**src/rtl/exe_mult_stage.sv**
```systemverilog
// MiniMIPS32 execute stage: ALU/shift/HI-LO moves, address generation, an iterative
// 32-cycle signed multiplier that stalls the front end, and the EXE/MEM pipeline register.
module exe_mult_stage (
    input  logic        cpu_clk_50M,
    input  logic        cpu_rst_n,
    input  logic [2:0]  exe_alutype_i,
    input  logic [7:0]  exe_aluop_i,
    input  logic [4:0]  exe_wa_i,
    input  logic        exe_wreg_i,
    input  logic        exe_whilo_i,
    input  logic        exe_mreg_i,
    input  logic [31:0] exe_src1_i,
    input  logic [31:0] exe_src2_i,
    input  logic [31:0] exe_din_i,
    output logic        stallreq_o,
    output logic [7:0]  mem_aluop_o,
    output logic [4:0]  mem_wa_o,
    output logic        mem_wreg_o,
    output logic        mem_mreg_o,
    output logic [31:0] mem_wd_o,
    output logic [31:0] mem_din_o,
    output logic [31:0] hi_o,
    output logic [31:0] lo_o
);

    localparam logic [2:0] TypeArith = 3'd1;
    localparam logic [2:0] TypeLogic = 3'd2;
    localparam logic [2:0] TypeMove  = 3'd3;
    localparam logic [2:0] TypeShift = 3'd4;

    localparam logic [7:0] OpAdd   = 8'h18;
    localparam logic [7:0] OpAddiu = 8'h19;
    localparam logic [7:0] OpLb    = 8'h90;
    localparam logic [7:0] OpLw    = 8'h92;
    localparam logic [7:0] OpSb    = 8'h98;
    localparam logic [7:0] OpSw    = 8'h9A;
    localparam logic [7:0] OpSubu  = 8'h1B;
    localparam logic [7:0] OpSlt   = 8'h26;
    localparam logic [7:0] OpSltiu = 8'h27;
    localparam logic [7:0] OpAnd   = 8'h1C;
    localparam logic [7:0] OpOri   = 8'h1D;
    localparam logic [7:0] OpLui   = 8'h05;
    localparam logic [7:0] OpSll   = 8'h11;
    localparam logic [7:0] OpMfhi  = 8'h0C;
    localparam logic [7:0] OpMflo  = 8'h0D;
    localparam logic [7:0] OpMult  = 8'h14;

    typedef enum logic [1:0] {StIdle, StBusy, StDone} mult_state_e;

    mult_state_e state_q, state_d;
    logic [4:0]  cnt_q, cnt_d;
    logic [63:0] mcand_q, mcand_d;
    logic [31:0] mplier_q, mplier_d;
    logic [63:0] acc_q, acc_d;
    logic        sign_q, sign_d;
    logic [31:0] hi_q, lo_q;
    logic        hilo_we;
    logic        is_mult;
    logic [31:0] abs1, abs2;
    logic [63:0] product;
    logic [31:0] exe_wd;

    assign is_mult = (exe_aluop_i == OpMult);
    assign abs1    = exe_src1_i[31] ? (~exe_src1_i + 32'd1) : exe_src1_i;
    assign abs2    = exe_src2_i[31] ? (~exe_src2_i + 32'd1) : exe_src2_i;
    assign product = sign_q ? (~acc_q + 64'd1) : acc_q;

    // Gated by reset so the front end is released immediately when reset aborts a multiply.
    assign stallreq_o = cpu_rst_n && is_mult && (state_q != StDone);

    always_comb begin
        state_d  = state_q;
        cnt_d    = cnt_q;
        mcand_d  = mcand_q;
        mplier_d = mplier_q;
        acc_d    = acc_q;
        sign_d   = sign_q;
        hilo_we  = 1'b0;
        unique case (state_q)
            StIdle: begin
                if (is_mult) begin
                    mcand_d  = {32'd0, abs1};
                    mplier_d = abs2;
                    acc_d    = 64'd0;
                    sign_d   = exe_src1_i[31] ^ exe_src2_i[31];
                    cnt_d    = 5'd0;
                    state_d  = StBusy;
                end
            end
            StBusy: begin
                if (mplier_q[0]) acc_d = acc_q + mcand_q;
                mcand_d  = mcand_q << 1;
                mplier_d = mplier_q >> 1;
                cnt_d    = cnt_q + 5'd1;
                if (cnt_q == 5'd31) state_d = StDone;
            end
            StDone: begin
                hilo_we = exe_whilo_i;
                state_d = StIdle;
            end
            default: state_d = StIdle;
        endcase
    end

    always_ff @(posedge cpu_clk_50M or negedge cpu_rst_n) begin
        if (!cpu_rst_n) begin
            state_q  <= StIdle;
            cnt_q    <= 5'd0;
            mcand_q  <= 64'd0;
            mplier_q <= 32'd0;
            acc_q    <= 64'd0;
            sign_q   <= 1'b0;
        end else begin
            state_q  <= state_d;
            cnt_q    <= cnt_d;
            mcand_q  <= mcand_d;
            mplier_q <= mplier_d;
            acc_q    <= acc_d;
            sign_q   <= sign_d;
        end
    end

    always_ff @(posedge cpu_clk_50M or negedge cpu_rst_n) begin
        if (!cpu_rst_n) begin
            hi_q <= 32'd0;
            lo_q <= 32'd0;
        end else if (hilo_we) begin
            hi_q <= product[63:32];
            lo_q <= product[31:0];
        end
    end

    assign hi_o = hi_q;
    assign lo_o = lo_q;

    // Operation class picks the result group; MULT and unknown codes fall through to 0.
    always_comb begin
        exe_wd = 32'd0;
        case (exe_alutype_i)
            TypeArith: begin
                case (exe_aluop_i)
                    OpAdd, OpAddiu, OpLb, OpLw, OpSb, OpSw: exe_wd = exe_src1_i + exe_src2_i;
                    OpSubu:  exe_wd = exe_src1_i - exe_src2_i;
                    OpSlt:   exe_wd = {31'd0, $signed(exe_src1_i) < $signed(exe_src2_i)};
                    OpSltiu: exe_wd = {31'd0, exe_src1_i < exe_src2_i};
                    default: exe_wd = 32'd0;
                endcase
            end
            TypeLogic: begin
                case (exe_aluop_i)
                    OpAnd:        exe_wd = exe_src1_i & exe_src2_i;
                    OpOri, OpLui: exe_wd = exe_src1_i | exe_src2_i;
                    default:      exe_wd = 32'd0;
                endcase
            end
            TypeMove: begin
                case (exe_aluop_i)
                    OpMfhi:  exe_wd = hi_q;
                    OpMflo:  exe_wd = lo_q;
                    default: exe_wd = 32'd0;
                endcase
            end
            TypeShift: begin
                if (exe_aluop_i == OpSll) exe_wd = exe_src2_i << exe_src1_i[4:0];
            end
            default: exe_wd = 32'd0;
        endcase
    end

    always_ff @(posedge cpu_clk_50M or negedge cpu_rst_n) begin
        if (!cpu_rst_n) begin
            mem_aluop_o <= 8'd0;
            mem_wa_o    <= 5'd0;
            mem_wreg_o  <= 1'b0;
            mem_mreg_o  <= 1'b0;
            mem_wd_o    <= 32'd0;
            mem_din_o   <= 32'd0;
        end else if (!stallreq_o) begin
            mem_aluop_o <= exe_aluop_i;
            mem_wa_o    <= exe_wa_i;
            mem_wreg_o  <= exe_wreg_i & ~is_mult;
            mem_mreg_o  <= exe_mreg_i;
            mem_wd_o    <= is_mult ? 32'd0 : exe_wd;
            mem_din_o   <= exe_din_i;
        end
    end

endmodule

```
**config.mk**
```make
export PLATFORM = sky130hd
export DESIGN_NAME = exe_mult_stage
export DESIGN_NICKNAME = d
export VERILOG_FILES = /design/src/rtl/exe_mult_stage.sv
export SDC_FILE = /design/constraint.sdc
export NUM_CORES = 1
export LEC_CHECK = 0
export CAP_MARGIN = 20
export CORE_MARGIN = 4
export CORE_UTILIZATION = 25
export CTS_CLUSTER_DIAMETER = 150
export DETAILED_ROUTE_END_ITERATION = 6
export GPL_ROUTABILITY_DRIVEN = 1
export GPL_TIMING_DRIVEN = 0
export PLACE_DENSITY = 0.41
export RECOVER_POWER = 50
export SLEW_MARGIN = 0
export SYNTH_ARGS = -nofsm -noshare
export SYNTH_HDL_FRONTEND = slang
export SYNTH_SLANG_ARGS = --single-unit
```
**constraint.sdc**
```tcl
create_clock -name cpu_clk_50M -period 6.8 [get_ports cpu_clk_50M]
set_input_delay 1.02 -clock cpu_clk_50M [delete_from_list [all_inputs] [get_ports cpu_clk_50M]]
set_output_delay 1.02 -clock cpu_clk_50M [all_outputs]
set_load 0.02 [all_outputs]
```
==> key figures, run 1 <==
Floorplan
  – I/O Pins: 261
  – Row count: 113
  – Die width: 319.2 µm
  – Die Y: 319.2 µm
  – Die area: 101,900 µm²
  – Core Area: 95,580 µm²
  – Starting Density: 25.34%

Yosys
  – Post-synthesis adder-cell area fraction: 9.083%
  – Avg Inst Size Synth: 8.322 µm²
  – Count leader, synth: nand2_1
  – Cell taking the most area after synthesis: dfrtp_1
  – Synth warn: 0
  – Mux contribution to synthesized area: 4.444%
  – Post-synthesis compound-gate area fraction: 27.18%
  – Largest family of logic cells by synthesized area: compound AO/OA/AOI/OAI gates
  – Share of the synthesized area in the top cell type: 32.14%
  – Post-synthesis xor/xnor area fraction: 6.510%
  – Post-synthesis sequential area ratio: 32.14%
  – Simple-gate share of the synthesized area: 16.06%
  – EDFF count, synth: 0
  – FF+latch count, synth: 311
  – Synth area leaders: dfrtp_1 32%, ha_1 8.8%, o21ai_0 7.8%, nand2_1 6.1%, a21oi_1 3.4%
  – Mapped Nets: 3,201
  – Syn Std Cell Area: 24,220 µm²
  – Synth Instances: 2,910
  – Count of cell types in the netlist: 80
  – Most frequently used flop master after synthesis: dfrtp_1
  – Post-synth ARST share: 100.0%
  – Top cells by count, synth: 395 x nand2_1, 377 x o21ai_0, 311 x dfrtp_1

STA
  – Period utilisation layout: 98.15%
  – Final setup fails: 0
  – F_max: 0.1498 GHz
  – Fin. max-slew vios: 62
  – RSZ-0062 raised after global routing: no
  – Worst-margin pin slew: 3.658 ns
  – Setup Skew: 0.02308 ns
  – Setup TNS: 0 ns
  – Post-layout minimum cycle time: 6.674 ns
  – Hold Fails Final Rpt: 0
  – Rel. slew slack: -143.9%

Critical path
  – Worst r2r src: acc_q[2]$_DFFE_PN0P_
  – Reg-to-reg critical path endpoint: acc_q[45]$_DFFE_PN0P_
  – Reg2Reg Setup Slack: 2.05 ns
  – Largest fanout on the critical path: 10
  – Crit path arrival time: 5.65 ns
  – Worst Reg-to-Reg Cells: 12
  – Startpoint Class: input port
  – Crit Path Category: in -> out
  – Req. time, crit path: 5.78 ns
  – Crit end category: output pin

Clock tree
  – Clock slew at reported path FFs: 0.06 ns
  – CTS tree: done
  – TritonCTS buffer count: 43
  – Root buffer cell: clkbuf_16
  – Sink Count: 311
  – Clock Tree Buf Depth: 3
  – Clk Latency, worst-skew pair: 0.62 ns
  – H-tree levels: 2

Placed design
  – DP Area: 28,540 µm²
  – RD Place Congestion: 0.9883
  – I/O Buffers: 258
  – Detailed Place HPWL: 99,350 µm

Route
  – Via count: 24.82k
  – DRT Pass-1 Iters: 6
  – DRC violations left: 0
  – Drt wl/cell: 27.53 µm
  – Vias per std cell: 5.488
  – Final ANT Viol Nets: 0
  – Final wirelength: 124,500 µm
  – Drt initial violations: 2,158

Cells and area
  – Filler cell count: 10.29k
  – Share of cells above drive strength 1: 5.436%
  – Area grow syn2layout: 23.85%
  – Final net count: 3,513
  – Final Cell Area: 29,990 µm²
  – Post-layout util: 31.38%

Power and ir drop
  – Worst VDD drop: 209.3 µV
  – LEAKAGE: 12.34 nW
  – PD cells: 330.4 nW/µm²

Run status
  – Violated checks: capacitance limit, slew limit
  – Status: complete, but fails checks

Hold path
  – Min-delay worst type: in -> async

GRT
  – Vias in the first global route: 24.39k
  – Total track usage: 23.51%
  – Antenna violations before repair: 5
  – Global route overflow: 0
  – Largest net degree at the start of global routing: 102
  – Global-route wire length before repair: 177,900 µm

Flow run
  – Reported max-cap violation count: 1
==> critical path, cell delays in order <==
cell and delay (ns):
clkdlybuf4s50_1 0.53, nand2b_1 0.10, or3_1 0.41, nor3_1 0.27, nand3b_1 0.61, nor2_4 0.62, clkbuf_1 0.60, clkbuf_1 0.72
clkdlybuf4s50_1 0.75
==> cell type report <==
class	instances	area (µm²)	area share, %
Inverter	110	412.9	1.377
Timing Repair Buffer	267	2685	8.953
Sequential cell	311	7782	25.95
Buffer	185	695.7	2.320
Antenna cell	1	2.502	0.008344
Tap cell	1265	1583	5.278
Clock inverter	20	247.7	0.8261
Multi-Input combinational cell	2304	15350	51.20
Clock buffer	59	1226	4.089
==> timing repair <==
action / in CTS / in global routing
hold buffers: 0 / 0
resized for setup: 2 / 1
setup endpoints to repair: 1 / 2
setup buffers: 0 / 0
==> placed cells by master (no fill, tap or decap), types with 63 or more instances in the layout <==
cell type / instances
ha_1: 171
clkbuf_1: 167
xor2_1: 87
nand2_1: 395
dfrtp_1: 311
nor2_1: 140
a21oi_1: 164
a22oi_1: 63
nand3_1: 71
o21ai_0: 377
inv_1: 108
clkdlybuf4s50_1: 201
xnor2_1: 93
==> sequential cells by signal, indices dropped and copies added, names as in the netlist <==
signal	cells
acc_q	64
cnt_q	5
hi_o	32
lo_o	32
mcand_q	64
mem_aluop_o	8
mem_din_o	32
mem_mreg_o	1
mem_wa_o	5
mem_wd_o	32
mem_wreg_o	1
mplier_q	32
sign_q	1
state_q	2
==> how the worst max path moves through the flow <==
stage                         from                       end  slack (ns)  depth (start not counted)
floorplan            exe_src1_i[2]  mem_wd_o[31]$_DFFE_PN0N_        2.03                         16
global placement         cpu_rst_n                stallreq_o      -12.29                          6
detailed placement   exe_src1_i[4]  mem_wd_o[31]$_DFFE_PN0N_       -0.39                         17
CTS                 exe_aluop_i[2]                stallreq_o        0.16                          9
global route        exe_aluop_i[7]                stallreq_o        0.06                          8
finish              exe_aluop_i[2]                stallreq_o        0.13                          9
==> layer usage <==
layer / vias up / GRT usage (%) / routed length, µm
li1: 11316 / - / -
met1: 12271 / 31.65 / 55220
met2: 1007 / 37.37 / 55480
met3: 218 / 4.255 / 8128
met4: 4 / 9.284 / 5650
met5: - / 0 / 23
==> report_power, final <==
part           switching, mW  leakage, nW  internal, mW
registers              0.614         3.85          2.27
logic                   2.82         7.76          1.76
clock network           1.01        0.720          1.43
total                   4.45         12.3          5.46
==> metrics by stage <==
stage / hold slack (ns) / setup WS (ns) / power, mW / cells
2_1_floorplan: 0.4699 / 2.032 / 5.877 / 2910
3_3_place_gp: 0.4609 / -12.29 / 7.485 / 4433
3_5_place_dp: 0.4662 / -0.3943 / 7.453 / 4442
4_1_cts: 0.3956 / 0.1641 / 9.964 / 4521
5_1_grt: 0.4380 / 0.06454 / 10.61 / 4521
6_report: 0.4048 / 0.1259 / 9.910 / 4522
==> logic make-up (layout without fill, tap and decap cells) <==
logic type | Yosys count | after routing
compound gates | 1025 | 1025
simple gates | 844 | 844
flops | 311 | 311
buf+inv | 295 | 641
xor+xnor | 180 | 180
fa+ha+maj | 174 | 174
mux | 81 | 81
other cells | 0 | 1
(Power assumes the default switching activity.)
==> run 2: changes to the inputs <==
--- a/config.mk
+++ b/config.mk
@@ -6,7 +6,7 @@
 export NUM_CORES = 1
 export LEC_CHECK = 0
 export CAP_MARGIN = 20
-export CORE_MARGIN = 4
+export CORE_MARGIN = 10
 export CORE_UTILIZATION = 25
 export CTS_CLUSTER_DIAMETER = 150
 export DETAILED_ROUTE_END_ITERATION = 6
==> run 2 against run 1 <==
- the flow now finishes without violations
- sequential power about the same
- register-to-register slack worse by 0.07 ns
- via count down 0.69%
- design area up 0.40%
- sequential share of layout area down 0.10 points
- clock power up 4%
- wire length up 1.2%
- utilization down 0.15 points
- highest routed layer unchanged
==> key figures, run 2 (synthesis gave the netlist of run 1 again) <==
Run status
  – Status: finished clean

STA
  – RSZ-0062 raised after global routing: no
  – Post-layout minimum cycle time: 6.477 ns (-0.1975 ns)
  – Final Hold Slack: 0.2173 ns (-0.1874 ns)
  – Period utilisation layout: 95.24% (-2.9 points)
  – Fin. max-slew vios: 0 (-100%)
  – Worst-margin pin slew: 1.224 ns (-2.434 ns)
  – Rel. slew slack: 18.24% (+160 points)
  – Setup Skew: 0.03259 ns (+0.009515 ns)
  – Hold Fails Final Rpt: 0 (unchanged)
  – F_max: 0.1544 GHz (+3.1%)
  – Final setup fails: 0 (unchanged)

Critical path
  – CP Depth: 17 (+8)
  – Crit end category: register
  – CP Launch Point: exe_src1_i[2]
  – Crit-path slowest cell: a31oi_1
  – Largest fanout on the critical path: 10 (unchanged)
  – CP bufs+invs: 6 (+2)
  – Worst Reg-to-Reg Cells: 13 (+1)
  – Reg2Reg Setup Slack: 1.98 ns (-0.07 ns)
  – Top delay family on crit path: compound AO/OA/AOI/OAI gates
  – Worst-path cell chain: clkdlybuf4s50_1 -> clkbuf_1 -> inv_1 -> buf_1 -> clkbuf_1 -> ha_1 -> inv_1 -> a21oi_1 -> o211ai_1 -> a31oi_1 -> o31a_1 -> o21ai_0 -> a221oi_2 -> o31ai_1 -> a211oi_1 -> nor2_1 -> a211o_1
  – Setup crit end: mem_wd_o[31]$_DFFE_PN0N_
  – Req. time, crit path: 7.28 ns (+1.50 ns)
  – Crit path arrival time: 6.95 ns (+1.30 ns)
  – Startpoint Class: input port
  – Worst r2r src: mcand_q[0]$_DFFE_PN0P_
  – Crit Path Category: in -> reg
  – Max stage delay on crit path: 0.65 ns (-0.10 ns)
  – Reg-to-reg critical path endpoint: acc_q[62]$_DFFE_PN0P_

Hold path
  – Min-delay worst type: in -> async

GRT
  – Largest net degree at the start of global routing: 102 (unchanged)
  – Vias in the first global route: 24.56k (+0.70%)
  – Antenna violations before repair: 6 (+1)
  – Total track usage: 21.92% (-1.6 points)
  – Global route overflow: 0 (unchanged)
  – Global-route wire length before repair: 181,000 µm (+1.7%)

Clock tree
  – Sink Count: 311 (unchanged)
  – Clock slew at reported path FFs: 0.06 ns (about the same)
  – CTS tree: done
  – TritonCTS buffer count: 44 (+2.3%)
  – Setup Buffers After CTS: 0 (unchanged)
  – Clock Tree Buf Depth: 3 (unchanged)
  – Root buffer cell: clkbuf_16
  – H-tree levels: 2 (unchanged)
  – Clk Latency, worst-skew pair: 0.63 ns (about the same)

Floorplan
  – Die area: 109,700 µm² (+7.7%)
  – Row count: 114 (+0.88%)
  – Die Y: 331.2 µm (+3.8%)
  – I/O Pins: 261 (unchanged)
  – Die width: 331.2 µm (+3.8%)
  – Core Area: 96,420 µm² (+0.88%)
  – Starting Density: 25.11% (-0.22 points)

Route
  – Final wirelength: 126,000 µm (+1.2%)
  – Drt initial violations: 2,281 (+5.7%)
  – Via count: 24.65k (-0.69%)
  – Drt wl/cell: 27.81 µm (+0.99%)
  – DRC violations left: 0 (unchanged)
  – DRT Pass-1 Iters: 6 (unchanged)
  – Vias per std cell: 5.437 (-0.93%)
  – Final ANT Viol Nets: 0 (unchanged)

Power and ir drop
  – Worst VDD drop: 233.5 µV (+12%)
  – LEAKAGE: 12.39 nW (+0.43%)
  – PD cells: 332.6 nW/µm² (+0.65%)

Flow run
  – Reported max-cap violation count: 0 (-1)

Cells and area
  – Area grow syn2layout: 24.34%
  – Most common cell after layout, fill and taps aside: nand2_1
  – Share of cells above drive strength 1: 5.527% (+0.090 points)
  – Registers with the most flip-flops: acc_q: 64 flops, mcand_q: 64 flops
  – Most frequent cells in the layout: 395 x nand2_1, 377 x o21ai_0, 311 x dfrtp_1
  – Diode count: 0 (-1)
  – Final net count: 3,514 (+0.028%)
  – Final std cells w/o fill: 4,533 (+0.24%)

Placed design
  – Detailed Place HPWL: 100,800 µm (+1.5%)
  – I/O Buffers: 258 (unchanged)
  – RD Place Congestion: 0.9681 (-2.0%)
  – Placed Cells: 4,453 (+0.25%)
[run 2: worst min-delay path by stage]
stage	from	end	slack [ns]	depth (start not counted)
5_1_grt	cpu_rst_n	mem_din_o[0]$_DFFE_PN0N_	0.21	1
3_5_place_dp	mem_aluop_o[1]$_DFFE_PN0N_	mem_aluop_o[1]$_DFFE_PN0N_	0.47	1
2_1_floorplan	mplier_q[31]$_DFFE_PN0P_	mplier_q[31]$_DFFE_PN0P_	0.47	2
6_report	cpu_rst_n	mem_din_o[0]$_DFFE_PN0N_	0.22	1
4_1_cts	cpu_rst_n	mem_din_o[0]$_DFFE_PN0N_	0.18	1
3_3_place_gp	mem_aluop_o[5]$_DFFE_PN0N_	mem_aluop_o[5]$_DFFE_PN0N_	0.46	1
[run 2: repair_timing]
item                                    in CTS  in global routing
hold buffers                                 0                  0
endpoints found under the hold margin        0                  0
resized for setup                            0                  3
endpoints found under the setup margin       0                  2
[run 2: cell type report]
type | count | area [µm²]
fill | 10433 | 66310
multi-input combinational | 2304 | 15340
sequential | 311 | 7782
timing repair buffer | 267 | 2728
tap | 1276 | 1597
clock buffer | 60 | 1271
buffer | 185 | 696.9
inverter | 110 | 412.9
clock inverter | 20 | 279.0
[run 2: routing by layer]
metal,track usage [%],routed length (µm),up-vias
li1,-,-,11333
met3,3.659,7670,195
met2,34.40,55970,892
met4,8.944,5545,2
met5,0,16,-
met1,29.51,56850,12224
[run 2: power by group]
group          internal [mW]  switching, mW
registers               2.27          0.592
clock network           1.54           1.00
logic                   1.76           2.85
total                   5.57           4.44
[run 2: per-stage QoR]
stage | area (µm²) | setup WS [ns] | power (mW) | setup TNS (ns) | util, %
floorplan | 24220 | 2.032 | 5.877 | 0 | -
global placement | 28390 | -12.31 | 7.484 | -4170.99 | 29.45
detailed placement | 28550 | -0.3333 | 7.442 | -0.4359 | 29.61
CTS | 30100 | 0.1244 | 10.05 | 0 | 31.22
global route | 30110 | 0.02290 | 10.72 | 0 | 31.23
finish | 30110 | 0.3235 | 10.01 | 0 | 31.23
==> run 3: changes to the inputs <==
--- a/config.mk
+++ b/config.mk
@@ -7,12 +7,12 @@
 export LEC_CHECK = 0
 export CAP_MARGIN = 20
 export CORE_MARGIN = 10
-export CORE_UTILIZATION = 25
+export CORE_UTILIZATION = 50
 export CTS_CLUSTER_DIAMETER = 150
 export DETAILED_ROUTE_END_ITERATION = 6
 export GPL_ROUTABILITY_DRIVEN = 1
 export GPL_TIMING_DRIVEN = 0
-export PLACE_DENSITY = 0.41
+export PLACE_DENSITY = 0.71
 export RECOVER_POWER = 50
 export SLEW_MARGIN = 0
 export SYNTH_ARGS = -nofsm -noshare
==> run 3 against run 2 <==
- the run now ends with DRC, capacitance limit, slew limit left
- flip-flop and latch count unchanged
- clock skew decreased by 0.011 ns
- clock power down 16%
- design area fell by 3.9%
- maximum frequency decreased by 1.8%
- non-clock buffer count is 4 lower
- combinational power barely moved
- critical path depth fell by 7
- critical endpoint is now stallreq_o
- largest power group unchanged
==> key figures, run 3 (synthesis gave the netlist of run 1 again) <==
Run status
  – Status: complete, but fails checks
  – Violated checks: DRC, capacitance limit, slew limit

Route
  – Final ANT Viol Nets: 0 (unchanged)
  – DRT Pass-1 Iters: 7 (+1)
  – Drt initial violations: 3,072 (+35%)
  – Final wirelength: 111,400 µm (-12%)
  – Vias per std cell: 6.698 (+23%)
  – DRC violations left: 1 (+1)
  – Drt wl/cell: 28.85 µm (+3.8%)
  – Via count: 25.86k (+4.9%)

Critical path
  – Max stage delay on crit path: 0.75 ns (+0.10 ns)
  – Reg2Reg Setup Slack: 1.91 ns (-0.07 ns)
  – Crit Path Category: in -> out
  – Reg-to-reg critical path endpoint: acc_q[62]$_DFFE_PN0P_
  – Startpoint Class: input port
  – Largest fanout on the critical path: 10 (unchanged)
  – Crit end category: output pin
  – Req. time, crit path: 5.78 ns (-1.50 ns)
  – Worst-path cell chain: clkdlybuf4s50_1 -> nand2b_1 -> or3_1 -> nor3_1 -> nand3b_1 -> nor2_1 -> buf_4 -> clkbuf_1 -> clkbuf_1 -> clkdlybuf4s50_1
  – Worst Reg-to-Reg Cells: 13 (unchanged)
  – Worst r2r src: acc_q[0]$_DFFE_PN0P_
  – Crit-path slowest cell: clkdlybuf4s50_1
  – Crit path arrival time: 5.57 ns (-1.38 ns)

Placed design
  – RD Place Congestion: 1.068 (+10%)
  – Placed Cells: 3,786 (-15%)
  – I/O Buffers: 258 (unchanged)
  – DP Area: 27,640 µm² (-3.2%)
  – Detailed Place HPWL: 87,950 µm (-13%)
  – Dpl ws: -0.08924 ns (+0.2441 ns)

Floorplan
  – Starting Density: 50.61% (+25 points)
  – Die width: 240.1 µm (-28%)
  – I/O Pins: 261 (unchanged)
  – Die Y: 240.1 µm (-28%)
  – Die area: 57,630 µm² (-47%)
  – Core Area: 47,850 µm² (-50%)
  – Row count: 80 (-30%)

STA
  – Fin. max-slew vios: 118 (+118)
  – Hold Fails Final Rpt: 0 (unchanged)
  – Setup Skew: 0.02133 ns (-0.01126 ns)
  – Worst-margin pin slew: 3.071 ns (+1.847 ns)
  – Final setup fails: 0 (unchanged)
  – F_max: 0.1516 GHz (-1.8%)
  – Rel. slew slack: -104.7% (-120 points)
  – Post-layout minimum cycle time: 6.594 ns (+0.1178 ns)
  – Final WS setup: 0.2057 ns (-0.1178 ns)
  – Period utilisation layout: 96.98% (+1.7 points)
  – RSZ-0062 raised after global routing: no

Cells and area
  – Register area: 7782 µm² (unchanged)
  – Most common cell after layout, fill and taps aside: nand2_1
  – Filler cell count: 4,256 (-59%)
  – Final std cells w/o fill: 3,860 (-15%)
  – Area of the multi-input gates: 15,340 µm² (about the same)
  – Share of cells above drive strength 1: 5.057% (-0.47 points)
  – Final net count: 3,504 (-0.28%)
  – Final Cell Area: 28,930 µm² (-3.9%)
  – Area grow syn2layout: 19.46%
  – Most frequent cells in the layout: 395 x nand2_1, 377 x o21ai_0, 311 x dfrtp_1
  – Registers with the most flip-flops: acc_q: 64 flops, mcand_q: 64 flops

Clock tree
  – Hold-fix buffers, CTS: 0 (unchanged)
  – Clock Tree Buf Depth: 3 (unchanged)
  – Post-CTS Resized: 0 (unchanged)
  – H-tree levels: 2 (unchanged)
  – Root buffer cell: clkbuf_16
  – Clock slew at reported path FFs: 0.06 ns (about the same)
  – TritonCTS buffer count: 38 (-14%)
  – Setup Buffers After CTS: 0 (unchanged)
  – CTS tree: done
  – Sink Count: 311 (unchanged)
  – Clk Latency, worst-skew pair: 0.60 ns (-0.03 ns)

GRT
  – Global-route wire length before repair: 162,500 µm (-10%)
  – Total track usage: 37.49% (+16 points)
  – Vias in the first global route: 25.17k (+2.5%)
  – Largest net degree at the start of global routing: 118 (+16%)
  – Global route overflow: 0 (unchanged)
  – Antenna violations before repair: 3 (-3)

Flow run
  – Reported max-cap violation count: 1 (+1)

Power and ir drop
  – PD cells: 332.3 nW/µm² (about the same)
  – Total power: 9.611 mW (-4.0%)
  – LEAKAGE: 12.22 nW (-1.3%)
  – Worst VDD drop: 323.0 µV (+38%)

Hold path
  – Min-delay worst type: in -> async
## run 3: cell types whose count changed in the layout (fill, tap and decap cells not counted), moves of 2 or more
cell / before / now
clkbuf_8: 11 / 4
clkbuf_16: 44 / 38
clkinv_2: 7 / 11
bufinv_16: 6 / 3
clkinvlp_4: 4 / 1
buf_16: 3 / 1
buf_4: 3 / 1
buf_8: 3 / 1
clkbuf_4: 0 / 2
diode_2: 0 / 2
inv_6: 1 / 3
## run 3: worst max path at each step
stage | start | end | cells after the start
2_1_floorplan | exe_src1_i[2] | mem_wd_o[31]$_DFFE_PN0N_ | 16
3_3_place_gp | cpu_rst_n | stallreq_o | 6
3_5_place_dp | exe_src1_i[2] | mem_wd_o[31]$_DFFE_PN0N_ | 17
4_1_cts | exe_aluop_i[6] | stallreq_o | 10
5_1_grt | exe_src1_i[4] | mem_wd_o[31]$_DFFE_PN0N_ | 17
6_report | exe_aluop_i[6] | stallreq_o | 10
## run 3: layout make-up
cell class | instances | area share (%)
multi-input combinational | 2304 | 53.02
sequential | 311 | 26.90
timing repair buffer | 263 | 9.135
clock buffer | 47 | 3.542
tap | 615 | 2.660
buffer | 185 | 2.405
inverter | 110 | 1.427
clock inverter | 23 | 0.8910
antenna | 2 | 0.01730
## run 3: power breakdown
group | switching, mW | internal, mW | total, mW
sequential | 0.589 | 2.27 | 2.86
combinational | 2.85 | 1.76 | 4.61
clock | 0.930 | 1.21 | 2.14
total | 4.37 | 5.24 | 9.61
## run 3: worst max-delay path: cells and delay by family
family,cells,cell delay (ns)
buffers and inverters,5,2.78
AND/OR/NAND/NOR,5,1.75
## run 3: per-layer routing
layer / up-vias / track usage (%) / routed length, µm
met2: 1721 / 59.65 / 49750
met5: - / 0 / 8
met3: 410 / 10.41 / 12390
li1: 11307 / - / -
met4: 2 / 23.43 / 8019
met1: 12415 / 44.24 / 41210
## run 3: metrics by stage
stage	hold slack [ns]	util [%]	setup TNS, ns
after floorplan	0.4699	-	0
after global placement	0.4605	57.62	-3541.59
after detailed placement	0.4695	57.77	-0.08924
after CTS	0.4510	60.45	0
after global routing	0.4757	60.45	0
final	0.4055	60.46	0
